<file path="src/rtl/de_hazard_ctrl_pkg.sv">
// rtl/de_hazard_ctrl_pkg.sv - shared encodings and compare helper for the D/E hazard controller
package hazard_pkg;

   // Forwarding mux selects for the execute-stage ALU operands
   localparam logic [1:0] FWD_REG = 2'b00;
   localparam logic [1:0] FWD_WB  = 2'b01;
   localparam logic [1:0] FWD_MEM = 2'b10;

   // HI/LO unit sequencer states
   typedef enum logic [1:0] {
      MD_IDLE = 2'd0,
      MD_BUSY = 2'd1,
      MD_DONE = 2'd2
   } md_state_e;

   // Register 0 is hardwired to zero, so it never creates a dependency
   function automatic logic reg_match(input logic [4:0] dst, input logic [4:0] src);
      return (dst != 5'd0) && (dst == src);
   endfunction

endpackage

</file>
<file path="src/rtl/de_hazard_ctrl_if.sv">
// rtl/de_hazard_ctrl_if.sv - pipeline-side signal bundle between the datapath and the hazard controller
interface de_hazard_if;
   logic [4:0]  rsD;
   logic [4:0]  rtD;
   logic        BranchD;
   logic        BranchTakenD;
   logic        HiLoUseD;
   logic [4:0]  rsE;
   logic [4:0]  rtE;
   logic [4:0]  WriteRegE;
   logic        RegWriteE;
   logic        MemReadE;
   logic        MultDivStartE;
   logic        MultDivOpE;
   logic [4:0]  WriteRegM;
   logic        RegWriteM;
   logic        MemReadM;
   logic [4:0]  WriteRegW;
   logic        RegWriteW;
   logic        StallF;
   logic        StallD;
   logic        FlushD;
   logic        FlushE;
   logic [1:0]  ForwardAE;
   logic [1:0]  ForwardBE;
   logic        MdBusy;
   logic        MdDone;
   logic [31:0] StallCount;

   // Datapath side: supplies stage fields, consumes control
   modport master (
      output rsD, rtD, BranchD, BranchTakenD, HiLoUseD,
      output rsE, rtE, WriteRegE, RegWriteE, MemReadE, MultDivStartE, MultDivOpE,
      output WriteRegM, RegWriteM, MemReadM, WriteRegW, RegWriteW,
      input  StallF, StallD, FlushD, FlushE, ForwardAE, ForwardBE,
      input  MdBusy, MdDone, StallCount
   );

   // Hazard controller side
   modport slave (
      input  rsD, rtD, BranchD, BranchTakenD, HiLoUseD,
      input  rsE, rtE, WriteRegE, RegWriteE, MemReadE, MultDivStartE, MultDivOpE,
      input  WriteRegM, RegWriteM, MemReadM, WriteRegW, RegWriteW,
      output StallF, StallD, FlushD, FlushE, ForwardAE, ForwardBE,
      output MdBusy, MdDone, StallCount
   );
endinterface

</file>
<file path="src/rtl/de_hazard_ctrl_md_seq.sv">
// rtl/de_hazard_ctrl_md_seq.sv - MULT/DIV occupancy sequencer with down-counter
module md_seq
   import hazard_pkg::*;
#(
   parameter int MULT_CYCLES = 4,
   parameter int DIV_CYCLES  = 32
) (
   input  logic clk,
   input  logic rst,
   input  logic start,
   input  logic op,
   input  logic hilo_use,
   output logic md_busy,
   output logic md_done,
   output logic md_block
);

   localparam int MAX_CYCLES = (MULT_CYCLES > DIV_CYCLES) ? MULT_CYCLES : DIV_CYCLES;
   localparam int CNT_W      = $clog2(MAX_CYCLES);
   // Load value is cycles-2: one cycle is spent entering BUSY and one in DONE
   localparam logic [CNT_W-1:0] MULT_LOAD = CNT_W'(MULT_CYCLES - 2);
   localparam logic [CNT_W-1:0] DIV_LOAD  = CNT_W'(DIV_CYCLES - 2);

   md_state_e        state_d, state_q;
   logic [CNT_W-1:0] cnt_d, cnt_q;
   logic             md_busy_d, md_busy_q;
   logic             md_done_d, md_done_q;

   // Next-state, counter and registered-output decode
   always_comb begin
      state_d = state_q;
      cnt_d   = cnt_q;
      case (state_q)
         MD_IDLE: begin
            if (start) begin
               state_d = MD_BUSY;
               cnt_d   = op ? DIV_LOAD : MULT_LOAD;
            end
         end
         MD_BUSY: begin
            // A start here cannot happen legally (decode is held); it is ignored
            if (cnt_q == '0) state_d = MD_DONE;
            else             cnt_d   = cnt_q - CNT_W'(1);
         end
         MD_DONE: begin
            if (start) begin
               state_d = MD_BUSY;
               cnt_d   = op ? DIV_LOAD : MULT_LOAD;
            end else begin
               state_d = MD_IDLE;
            end
         end
         default: state_d = MD_IDLE;
      endcase
      if (rst) begin
         state_d = MD_IDLE;
         cnt_d   = '0;
      end
      md_busy_d = (state_d != MD_IDLE);
      md_done_d = (state_d == MD_DONE);
   end

   // State, counter and output registers
   always_ff @(posedge clk) begin
      state_q   <= state_d;
      cnt_q     <= cnt_d;
      md_busy_q <= md_busy_d;
      md_done_q <= md_done_d;
   end

   // HI/LO consumers wait while the unit computes or a new op is entering it
   always_comb begin
      md_block = hilo_use & ((state_q == MD_BUSY) | start);
   end

   assign md_busy = md_busy_q;
   assign md_done = md_done_q;

endmodule

</file>
<file path="src/rtl/de_hazard_ctrl.sv">
// rtl/de_hazard_ctrl.sv - decode/execute hazard detection, forwarding and stall accounting
module de_hazard_ctrl
   import hazard_pkg::*;
#(
   parameter int MULT_CYCLES = 4,
   parameter int DIV_CYCLES  = 32
) (
   input logic         clk,
   input logic         rst,
   de_hazard_if.slave  hz
);

   logic        lduse, brhaz, md_block, stall;
   logic        md_busy, md_done;
   logic [31:0] stall_count_d, stall_count_q;

   md_seq #(
      .MULT_CYCLES (MULT_CYCLES),
      .DIV_CYCLES  (DIV_CYCLES)
   ) u_md_seq (
      .clk      (clk),
      .rst      (rst),
      .start    (hz.MultDivStartE),
      .op       (hz.MultDivOpE),
      .hilo_use (hz.HiLoUseD),
      .md_busy  (md_busy),
      .md_done  (md_done),
      .md_block (md_block)
   );

   // Hazard detection; stall has priority over a taken-branch flush
   always_comb begin
      lduse = hz.MemReadE & hz.RegWriteE &
              (reg_match(hz.WriteRegE, hz.rsD) | reg_match(hz.WriteRegE, hz.rtD));
      brhaz = hz.BranchD &
              ((hz.RegWriteE & (reg_match(hz.WriteRegE, hz.rsD) | reg_match(hz.WriteRegE, hz.rtD))) |
               (hz.MemReadM  & (reg_match(hz.WriteRegM, hz.rsD) | reg_match(hz.WriteRegM, hz.rtD))));
      stall = ~rst & (lduse | brhaz | md_block);
      hz.StallF = stall;
      hz.StallD = stall;
      hz.FlushE = stall;
      hz.FlushD = ~rst & hz.BranchTakenD & ~stall;
   end

   // Operand forwarding; the younger MEM result beats WB
   always_comb begin
      hz.ForwardAE = FWD_REG;
      hz.ForwardBE = FWD_REG;
      if (!rst) begin
         if (hz.RegWriteM && reg_match(hz.WriteRegM, hz.rsE))      hz.ForwardAE = FWD_MEM;
         else if (hz.RegWriteW && reg_match(hz.WriteRegW, hz.rsE)) hz.ForwardAE = FWD_WB;
         if (hz.RegWriteM && reg_match(hz.WriteRegM, hz.rtE))      hz.ForwardBE = FWD_MEM;
         else if (hz.RegWriteW && reg_match(hz.WriteRegW, hz.rtE)) hz.ForwardBE = FWD_WB;
      end
   end

   // Saturating count of decode-stall cycles
   always_comb begin
      stall_count_d = stall_count_q;
      if (rst)                                     stall_count_d = '0;
      else if (stall && (stall_count_q != '1))     stall_count_d = stall_count_q + 32'd1;
   end

   // Stall counter register
   always_ff @(posedge clk) begin
      stall_count_q <= stall_count_d;
   end

   assign hz.MdBusy     = md_busy;
   assign hz.MdDone     = md_done;
   assign hz.StallCount = stall_count_q;

endmodule
</file>
<file path="src/flat_wrapper.sv">
// flat-port wrapper written by rule: the top's interface ports become plain ports
module de_hazard_ctrl_flat import hazard_pkg::*;
#(
   parameter int MULT_CYCLES = 4,
   parameter int DIV_CYCLES  = 32
)
  (clk, rst, hz_rsD, hz_rtD, hz_BranchD, hz_BranchTakenD, hz_HiLoUseD, hz_rsE, hz_rtE, hz_WriteRegE, hz_RegWriteE, hz_MemReadE, hz_MultDivStartE, hz_MultDivOpE, hz_WriteRegM, hz_RegWriteM, hz_MemReadM, hz_WriteRegW, hz_RegWriteW, hz_StallF, hz_StallD, hz_FlushD, hz_FlushE, hz_ForwardAE, hz_ForwardBE, hz_MdBusy, hz_MdDone, hz_StallCount);
  de_hazard_if hz_i ();
  input logic clk;
  input logic rst;
  input wire logic [$bits(hz_i.rsD)-1:0] hz_rsD;
  input wire logic [$bits(hz_i.rtD)-1:0] hz_rtD;
  input wire logic [$bits(hz_i.BranchD)-1:0] hz_BranchD;
  input wire logic [$bits(hz_i.BranchTakenD)-1:0] hz_BranchTakenD;
  input wire logic [$bits(hz_i.HiLoUseD)-1:0] hz_HiLoUseD;
  input wire logic [$bits(hz_i.rsE)-1:0] hz_rsE;
  input wire logic [$bits(hz_i.rtE)-1:0] hz_rtE;
  input wire logic [$bits(hz_i.WriteRegE)-1:0] hz_WriteRegE;
  input wire logic [$bits(hz_i.RegWriteE)-1:0] hz_RegWriteE;
  input wire logic [$bits(hz_i.MemReadE)-1:0] hz_MemReadE;
  input wire logic [$bits(hz_i.MultDivStartE)-1:0] hz_MultDivStartE;
  input wire logic [$bits(hz_i.MultDivOpE)-1:0] hz_MultDivOpE;
  input wire logic [$bits(hz_i.WriteRegM)-1:0] hz_WriteRegM;
  input wire logic [$bits(hz_i.RegWriteM)-1:0] hz_RegWriteM;
  input wire logic [$bits(hz_i.MemReadM)-1:0] hz_MemReadM;
  input wire logic [$bits(hz_i.WriteRegW)-1:0] hz_WriteRegW;
  input wire logic [$bits(hz_i.RegWriteW)-1:0] hz_RegWriteW;
  output wire logic [$bits(hz_i.StallF)-1:0] hz_StallF;
  output wire logic [$bits(hz_i.StallD)-1:0] hz_StallD;
  output wire logic [$bits(hz_i.FlushD)-1:0] hz_FlushD;
  output wire logic [$bits(hz_i.FlushE)-1:0] hz_FlushE;
  output wire logic [$bits(hz_i.ForwardAE)-1:0] hz_ForwardAE;
  output wire logic [$bits(hz_i.ForwardBE)-1:0] hz_ForwardBE;
  output wire logic [$bits(hz_i.MdBusy)-1:0] hz_MdBusy;
  output wire logic [$bits(hz_i.MdDone)-1:0] hz_MdDone;
  output wire logic [$bits(hz_i.StallCount)-1:0] hz_StallCount;
  assign hz_i.rsD = hz_rsD;
  assign hz_i.rtD = hz_rtD;
  assign hz_i.BranchD = hz_BranchD;
  assign hz_i.BranchTakenD = hz_BranchTakenD;
  assign hz_i.HiLoUseD = hz_HiLoUseD;
  assign hz_i.rsE = hz_rsE;
  assign hz_i.rtE = hz_rtE;
  assign hz_i.WriteRegE = hz_WriteRegE;
  assign hz_i.RegWriteE = hz_RegWriteE;
  assign hz_i.MemReadE = hz_MemReadE;
  assign hz_i.MultDivStartE = hz_MultDivStartE;
  assign hz_i.MultDivOpE = hz_MultDivOpE;
  assign hz_i.WriteRegM = hz_WriteRegM;
  assign hz_i.RegWriteM = hz_RegWriteM;
  assign hz_i.MemReadM = hz_MemReadM;
  assign hz_i.WriteRegW = hz_WriteRegW;
  assign hz_i.RegWriteW = hz_RegWriteW;
  assign hz_StallF = hz_i.StallF;
  assign hz_StallD = hz_i.StallD;
  assign hz_FlushD = hz_i.FlushD;
  assign hz_FlushE = hz_i.FlushE;
  assign hz_ForwardAE = hz_i.ForwardAE;
  assign hz_ForwardBE = hz_i.ForwardBE;
  assign hz_MdBusy = hz_i.MdBusy;
  assign hz_MdDone = hz_i.MdDone;
  assign hz_StallCount = hz_i.StallCount;
  de_hazard_ctrl #(.MULT_CYCLES(MULT_CYCLES), .DIV_CYCLES(DIV_CYCLES)) u_core (.clk(clk), .rst(rst), .hz(hz_i));
endmodule
</file>
<file path="config.mk">
export PLATFORM = sky130hd
export DESIGN_NAME = de_hazard_ctrl_flat
export DESIGN_NICKNAME = d
export VERILOG_FILES = /design/src/rtl/de_hazard_ctrl_pkg.sv /design/src/rtl/de_hazard_ctrl_if.sv /design/src/rtl/de_hazard_ctrl_md_seq.sv /design/src/rtl/de_hazard_ctrl.sv /design/src/flat_wrapper.sv
export SDC_FILE = /design/constraint.sdc
export NUM_CORES = 1
export LEC_CHECK = 0
export BUFFER_PORTS_ARGS = -buffer_cell sky130_fd_sc_hd__buf_2
export CAP_MARGIN = 20
export CORE_UTILIZATION = 55
export CTS_BUF_LIST = sky130_fd_sc_hd__clkbuf_2 sky130_fd_sc_hd__clkbuf_4 sky130_fd_sc_hd__clkbuf_8
export DETAILED_ROUTE_END_ITERATION = 8
export PLACE_DENSITY = 0.82
export SLEW_MARGIN = 20
export SYNTH_ARGS = -nofsm -noshare
export SYNTH_HDL_FRONTEND = slang
export SYNTH_SLANG_ARGS = --single-unit
export TNS_END_PERCENT = 30
</file>
<file path="constraint.sdc">
create_clock -name clk -period 4.3 [get_ports clk]
set_input_delay 0.645 -clock clk [delete_from_list [all_inputs] [get_ports clk]]
set_output_delay 0.645 -clock clk [all_outputs]
set_load 0.005 [all_outputs]
</file>
==> summary.md, run 1 <==
| Metric | Value |
|---|---|
| Met3 demand-to-capacity share in global routing | 0.0478 |
| First-pass DRT Iterations | 6 |
| Worst Tran Pin Value | 0.901 ns |
| Grt total ovfl | 0 |
| Required time of the critical path | 3.65 ns |
| Setup violation total in the final timing report | 0 |
| Mux cell area share after synthesis | 0.0249 |
| Diode insertion count for antenna repair | 0 |
| Warning count from the yosys run | 0 |
| Maximum clock rate | about 0.32 GHz |
| Final clock period utilization by the worst path | 0.727 |
| Power per cell area | about 280 nW/µm² |
| Clock-pin transition on the worst setup and hold timing paths | ~0.08 ns |
| Status | finished clean |
| Share of the synthesized area in the top cell type | 0.308 |
| DIE AREA | around 5100 µm² |
| Category of the worst setup path launch point | input port |
| CP dominant cell by count | sky130_fd_sc_hd__buf_2 |
| Num rows | 24 |
| Clock tree skew after final layout | about 0.0031 ns |
| Detailed router's first-iteration violation count | between 150 and 200 |
| Ports | 89 |
| Via count of the first global-routing pass | ~2400 |
| H-Tree Depth | 2 |
| Layout Nets | around 450 |
| Filler Cell Count | 377 |
| IO Port Bufs | 88 |
| Count of maximum capacitance violations | 0 |
| Reg2Reg Launch Point | u_core.hz.StallCount[2] |
| Half-perimeter wire length after placement | ~4700 µm |
| Post-route DRC | 0 |
| Maximum root-to-sink buffer count | 2 |
| Area leader, netlist | sky130_fd_sc_hd__dfxtp_1 |
| Synth Area in Compound Gates | 0.101 |
| DR WL/cell | between 10 and 15 µm |
| Max FO, Critical Path | 18 |
| CTS resizes | 0 |
| Most repeated cell in the gate-level netlist after synthesis | sky130_fd_sc_hd__dfxtp_1 |
| Height of the die | a little over 70 µm |
| Predominant post-synthesis flop cell | sky130_fd_sc_hd__dfxtp_1 |
| GRT Total Usage | 0.254 |
| Worst Path Buf+Inv | 2 |
| Initial antenna violation count | 0 |
| Met2 track demand over resource | 0.465 |
| CP max stage delay | around 0.64 ns |
| Initial core utilization | 0.591 |
| Adder-cell share of the synthesized area | 0.0141 |
| Post-synthesis share of cell area spent on xor and xnor gates | 0.181 |
| Clock buffer count from CTS | 5 |
| Wirelength, routed | about 6200 µm |
| Layout cells sized above 1 | 0.277 |
| Main combinational cell family by area after synthesis | simple AND/OR/NAND/NOR gates |
| Critical path's top delay family | compound AO/OA/AOI/OAI gates |
| Post-Route Setup TNS | 0 ns |
| Num Clock Sinks | 41 |
| Clock Root Buffer | sky130_fd_sc_hd__clkbuf_8 |
| Min-delay worst type | reg -> reg |
| Post-synthesis net count | between 300 and 400 |
| Number of distinct standard cells referenced by the synthesized netlist | 52 |
| Share of flip-flops with an asynchronous set or reset after synthesis | 0 |
| Synthesized cell area | roughly 2700 µm² |
| Synth area leaders | sky130_fd_sc_hd__dfxtp_1 31%, sky130_fd_sc_hd__xor2_1 9.2%, sky130_fd_sc_hd__xnor2_1 8.9% |
| Seq/Total Area, Yosys | 0.308 |
| CP cell instances | buf_2 > or4_1 > o221ai_1 > o221a_1 > and3b_1 > buf_2 |
| Syn Inst Count | approximately 330 |
| Arrival time at the worst endpoint | 2.48 ns |
| Post-layout total power | between 0.0008 and 0.0009 W |
| Post-route minimum period | 3.12 ns |
| Number of storage elements in the synthesis netlist | 41 |
| VDD IR max | around 0.18 mV |
| Remaining max-slew budget at the tightest pin | 0.399 |
| Most Crowded Layer GR | met2 |
| Via count | 2624 |
| Hold Startpoint | u_core.u_md_seq.state_q[1] |
| Pin count of the biggest net entering global routing | slightly above 50 |
| Source of the critical timing path | hz_WriteRegE[0] |
| Count of flip-flops with a built-in enable after synthesis | 0 |
| Antenna-violating nets left | 0 |
| Die W | 71.6 µm |
| RSZ-0062 raised after global routing | no |
| Count of endpoints failing hold in the final timing report | 0 |
| Leakage power figure | about 1.3 nW |
| Core Region | 4500 µm² |
| Global placement routability congestion | 0.854 |
| Post-CTS setup buffer count | 0 |
| Critical path type | in -> out |
| Critical-path cell with the highest stage delay | sky130_fd_sc_hd__o221a_1 |
| Ratio of routed vias to standard cells | approximately 5.7 |
| Final number of max-transition violations | 0 |
| Synth-to-layout area growth | 19.2% |
| Worst-Skew Late Latency | about 0.29 ns |
| Synthesized-area fraction occupied by and/or/nand/nor cells | 0.318 |
| Setup slack of the most critical reg-to-reg path | roughly 1.5 ns |
| Mean instance size in the synthesized netlist | around 8.1 µm² |
| Clock tree from TritonCTS | yes |
| First-pass GRT wire length | 10500 µm |
| GRT met1 Usage | 0.303 |
| Most used standard cells in the synthesized netlist | 41 x sky130_fd_sc_hd__dfxtp_1, 38 x sky130_fd_sc_hd__nor2_1, 28 x sky130_fd_sc_hd__xor2_1 |
| Critical path capture point type | output port |
| Number of hold buffers added after CTS | 0 |
-- per-layer routing --
| metal | share of wire | vias to the layer above |
|---|---|---|
| met5 | 0 | - |
| met1 | 0.43 | 1214 |
| met4 | 0.0087 | 0 |
| met2 | 0.51 | 90 |
| li1 | - | 1309 |
| met3 | 0.049 | 11 |
-- power by group --
group / total [W] / leakage [nW] / internal (W) / switching [W]
Clock: 0.000328 / 0.0619 / 0.000196 / 0.000133
Sequential: 0.000402 / 0.332 / 0.000392 / 0.0000101
Combinational: 0.000158 / 0.912 / 0.0000684 / 0.0000900
-- worst paths after layout --
check | to | cells after the start
worst min-delay path | u_core.u_md_seq.md_done | 1
worst max register to register | u_core.hz.StallCount[23] | 7
worst max-delay path | hz_FlushD | 6
worst min register to register | u_core.u_md_seq.md_done | 1
-- cell usage in the layout (no fill, tap or decap), drive strengths merged, types with 2 or more instances in the layout --
master / Yosys / layout
a21oi: 15 / 15
a22oi: 2 / 2
and2: 3 / 3
and3: 2 / 2
and4: 4 / 4
buf: 12 / 88
clkbuf: 7 / 7
dfxtp: 41 / 41
ha: 3 / 3
inv: 7 / 7
mux2: 5 / 5
nand2: 25 / 25
nand3: 14 / 14
nand3b: 3 / 3
nand4: 5 / 5
nor2: 38 / 38
nor2b: 7 / 7
nor3: 23 / 23
nor4: 12 / 12
o21ai: 10 / 10
o31ai: 4 / 4
o41ai: 2 / 2
or2: 3 / 3
or3: 2 / 2
or4: 8 / 8
xnor2: 27 / 27
xor2: 28 / 28
-- registers in the layout, summed over array words and instances, names as in the netlist --
name / count
u_core.hz.StallCount: 32
u_core.u_md_seq.cnt_q: 5
u_core.u_md_seq.md_busy: 1
u_core.u_md_seq.md_done: 1
u_core.u_md_seq.state_q: 2
-- metrics by stage --
step / instances / hold WS, ns / worst slack (ns) / cell area (µm²) / utilization
finish: 457 / 0.452 / 1.18 / 3170 / 0.705
global route: 457 / 0.471 / 1.04 / 3170 / 0.705
CTS: 457 / 0.449 / 1.16 / 3170 / 0.705
detailed placement: 449 / 0.438 / 1.17 / 3050 / 0.678
global placement: 449 / 0.441 / 1.24 / 3050 / 0.678
floorplan: 328 / 0.421 / 1.48 / 2660 / -
-- cell families (layout without fill, tap and decap cells) --
kind of cell               Yosys count  count (layout)
and+or+nand+nor                    155             155
xor gates and xnor gates            55              55
AOI/OAI and AO/OA                   42              42
DFF                                 41              41
buffers and inverters               26             103
muxes                                6               6
adders and majority gates            3               3
-- area by class of cell --
cell class                      count  area, µm²  share of cell area
Sequential cell                    41        821               0.259
Multi-Input combinational cell    261       1700               0.536
Clock buffer                        7       90.1              0.0284
Timing Repair Buffer               88        440               0.139
Inverter                            7       26.3             0.00828
Clock inverter                      1       30.0             0.00946
Tap cell                           52       65.1              0.0205
(Power assumes the default switching activity.)
==> run 2: changes to the inputs <==
--- a/config.mk
+++ b/config.mk
@@ -7,10 +7,10 @@
 export LEC_CHECK = 0
 export BUFFER_PORTS_ARGS = -buffer_cell sky130_fd_sc_hd__buf_2
 export CAP_MARGIN = 20
-export CORE_UTILIZATION = 55
+export CORE_UTILIZATION = 52
 export CTS_BUF_LIST = sky130_fd_sc_hd__clkbuf_2 sky130_fd_sc_hd__clkbuf_4 sky130_fd_sc_hd__clkbuf_8
 export DETAILED_ROUTE_END_ITERATION = 8
-export PLACE_DENSITY = 0.82
+export PLACE_DENSITY = 0.78
 export SLEW_MARGIN = 20
 export SYNTH_ARGS = -nofsm -noshare
 export SYNTH_HDL_FRONTEND = slang
==> constraint.sdc (replaced) <==
create_clock -name clk -period 3 [get_ports clk]
set_input_delay 0.45 -clock clk [delete_from_list [all_inputs] [get_ports clk]]
set_output_delay 0.45 -clock clk [all_outputs]
set_load 0.005 [all_outputs]
==> run 2 against run 1 <==
Against the previous run:
- clock-buffer cell count is 1 lower
- utilization is 4.1 points lower
- critical path type is now reg -> reg
- cell count is 4.2% higher
==> summary.md, run 2 (synthesized netlist as in run 1, its figures left out) <==
| Metric | Value |
|---|---|
| Ratio of routed vias to standard cells | about 5.5 |
| Non-filler instance count after layout | ~480 |
| Global placement routability congestion | 0.878 |
| Count of endpoints failing hold in the final timing report | 0 |
| Critical path type | reg -> reg |
| Clock tree skew after final layout | about 0.011 ns |
| First-pass DRT Iterations | 4 |
| Num rows | 25 |
| GRT met1 Usage | 0.323 |
| Met3 demand-to-capacity share in global routing | 0.0480 |
| Count of maximum capacitance violations | 0 |
| Max FO, Critical Path | 23 |
| Arrival time at the worst endpoint | ~2.9 ns |
| Switching Power | about 0.00035 W |
| Net Sw Frac | 0.291 |
| CP cell instances | and4_1 > nand4_2 > nor4_4 > and4_1 > or2_4 > nor3_1 > mux2_2 |
| Maximum clock rate | approximately 0.37 GHz |
| Worst Path Buf+Inv | 0 |
| First-pass GRT wire length | around 11000 µm |
| Post-CTS setup buffer count | 0 |
| Via count of the first global-routing pass | 2502 |
| Hold Startpoint | u_core.u_md_seq.state_q[1] |
| Layout cells sized above 1 | 0.284 |
| Remaining max-slew budget at the tightest pin | 0.605 |
| Die W | around 74 µm |
| Critical path's top delay family | simple AND/OR/NAND/NOR gates |
| Area occupied by multi-input gates | between 1500 and 2000 µm² |
| Most used cells in the layout excluding fill and tap cells | 88 x sky130_fd_sc_hd__buf_2, 41 x sky130_fd_sc_hd__dfxtp_1, 38 x sky130_fd_sc_hd__nor2_1 |
| Setup violation total in the final timing report | 0 |
| Source of the critical timing path | u_core.hz.StallCount[2] |
| Category of the worst setup path launch point | register |
| Reg2Reg Launch Point | u_core.hz.StallCount[2] |
| Num Clock Sinks | 41 |
| Ports | 89 |
| Cell count after placement | between 400 and 500 |
| Post-Route Setup TNS | 0 ns |
| Final clock period utilization by the worst path | 0.893 |
| VDD IR max | between 0.2 and 0.25 mV |
| Grt total ovfl | 0 |
| CP max stage delay | about 0.46 ns |
| Leakage power figure | between 1 and 1.5 nW |
| Core Region | 4820 µm² |
| Met2 track demand over resource | 0.449 |
| Power per cell area | 374 nW/µm² |
| Required time of the critical path | between 3 and 4 ns |
| Wirelength, routed | between 6000 and 7000 µm |
| Combinational share of power | 0.194 |
| Post-route DRC | 0 |
| Clock buffer count from CTS | 5 |
| DIE AREA | about 5400 µm² |
| Flip-flop count of the largest register, all copies and words added | 32 |
| Via count | about 2600 |
| Initial core utilization | 0.553 |
| Share of total power in the clock network | 0.325 |
| Critical path capture point type | register |
| Layout Nets | between 400 and 500 |
| Initial antenna violation count | 0 |
| Post-layout total power | around 0.0012 W |
| Status | finished clean |
| IO Port Bufs | a little under 90 |
| Most common cell after layout, fill and taps aside | sky130_fd_sc_hd__buf_2 |
| CP dominant cell by count | sky130_fd_sc_hd__and4_1 |
| Worst Tran Pin Value | approximately 0.59 ns |
| Cell Int Power | 0.000849 W |
| Relative contribution of sequential cells to total power | 0.481 |
| Antenna-violating nets left | 0 |
| H-Tree Depth | 2 |
| RSZ-0062 raised after global routing | no |
| Critical-path cell with the highest stage delay | sky130_fd_sc_hd__and4_1 |
| Clock-pin transition on the worst setup and hold timing paths | ~0.080 ns |
| Worst-Skew Late Latency | about 0.30 ns |
| Clock Root Buffer | sky130_fd_sc_hd__clkbuf_8 |
| Height of the die | roughly 74 µm |
| Storage cell area | approximately 820 µm² |
| Min-delay worst type | reg -> reg |
| Detailed router's first-iteration violation count | around 270 |
| Maximum root-to-sink buffer count | 2 |
| Most Crowded Layer GR | met2 |
| CTS resizes | 0 |
| Clock tree from TritonCTS | yes |
| Final number of max-transition violations | 0 |
| Setup slack of the most critical reg-to-reg path | 0.32 ns |
| Diode insertion count for antenna repair | 0 |
| Half-perimeter wire length after placement | around 5000 µm |
| Post-route minimum period | 2.68 ns |
| Pin count of the biggest net entering global routing | 50 |
| DR WL/cell | about 14 µm |
| Synth-to-layout area growth | 20.1% |
| Filler Cell Count | 454 |
| Number of hold buffers added after CTS | 0 |
| GRT Total Usage | 0.263 |
[run 2: cell count changes in the layout (fill, tap and decap cells not counted), sizes merged]
| cell | delta |
|---|---|
| clkbuf | -1 |
| buf | +4 |
| bufinv | -1 |
| clkinv | +2 |
[run 2: worst reg2reg max path, cell delays in order, from the launching register on]
cell and delay [ns]:
sky130_fd_sc_hd__dfxtp_1 0.45, sky130_fd_sc_hd__and4_1 0.29, sky130_fd_sc_hd__nand4_2 0.28, sky130_fd_sc_hd__nor4_4 0.35, sky130_fd_sc_hd__and4_1 0.46, sky130_fd_sc_hd__or2_4 0.34
sky130_fd_sc_hd__nor3_1 0.11, sky130_fd_sc_hd__mux2_2 0.28
[run 2: area by class of cell]
cell class,count,share of cell area
repair buffers,92,0.147
clock buffers,6,0.0258
flip-flops and latches,41,0.257
multi-input cells,261,0.532
inverters,7,0.00821
clock inverters,2,0.00430
well taps,67,0.0262
[run 2: final timing paths]
check	cells after the start	to
hold / removal	1	u_core.u_md_seq.md_done
hold reg to reg	1	u_core.u_md_seq.md_done
setup reg to reg	7	u_core.hz.StallCount[23]
setup / recovery	7	u_core.hz.StallCount[23]
[run 2: power by group through the flow]
| stage | registers [W] | logic (W) | clock network, W |
|---|---|---|---|
| 2_1_floorplan | 0.000586 | 0.000158 | 0 |
| 4_1_cts | 0.000576 | 0.000232 | 0.000396 |
| 5_1_grt | 0.000578 | 0.000258 | 0.000419 |
| 3_5_place_dp | 0.000589 | 0.000231 | 0 |
| 6_report | 0.000576 | 0.000232 | 0.000389 |
| 3_3_place_gp | 0.000588 | 0.000225 | 0 |
[run 2: per-layer routing]
metal  vias to the layer above  wire length [µm]
li1                       1311                 -
met1                      1212              2750
met2                        90              3210
met3                        16               361
met4                         0               164
met5                         -                 0
[run 2: through the flow]
step	hold slack, ns	setup slack (ns)	instance area (µm²)	utilization
floorplan	0.421	0.562	2660	-
global placement	0.435	0.406	3100	0.644
detailed placement	0.432	0.287	3100	0.644
CTS	0.447	0.314	3200	0.664
global route	0.469	0.175	3200	0.664
finish	0.451	0.320	3200	0.664
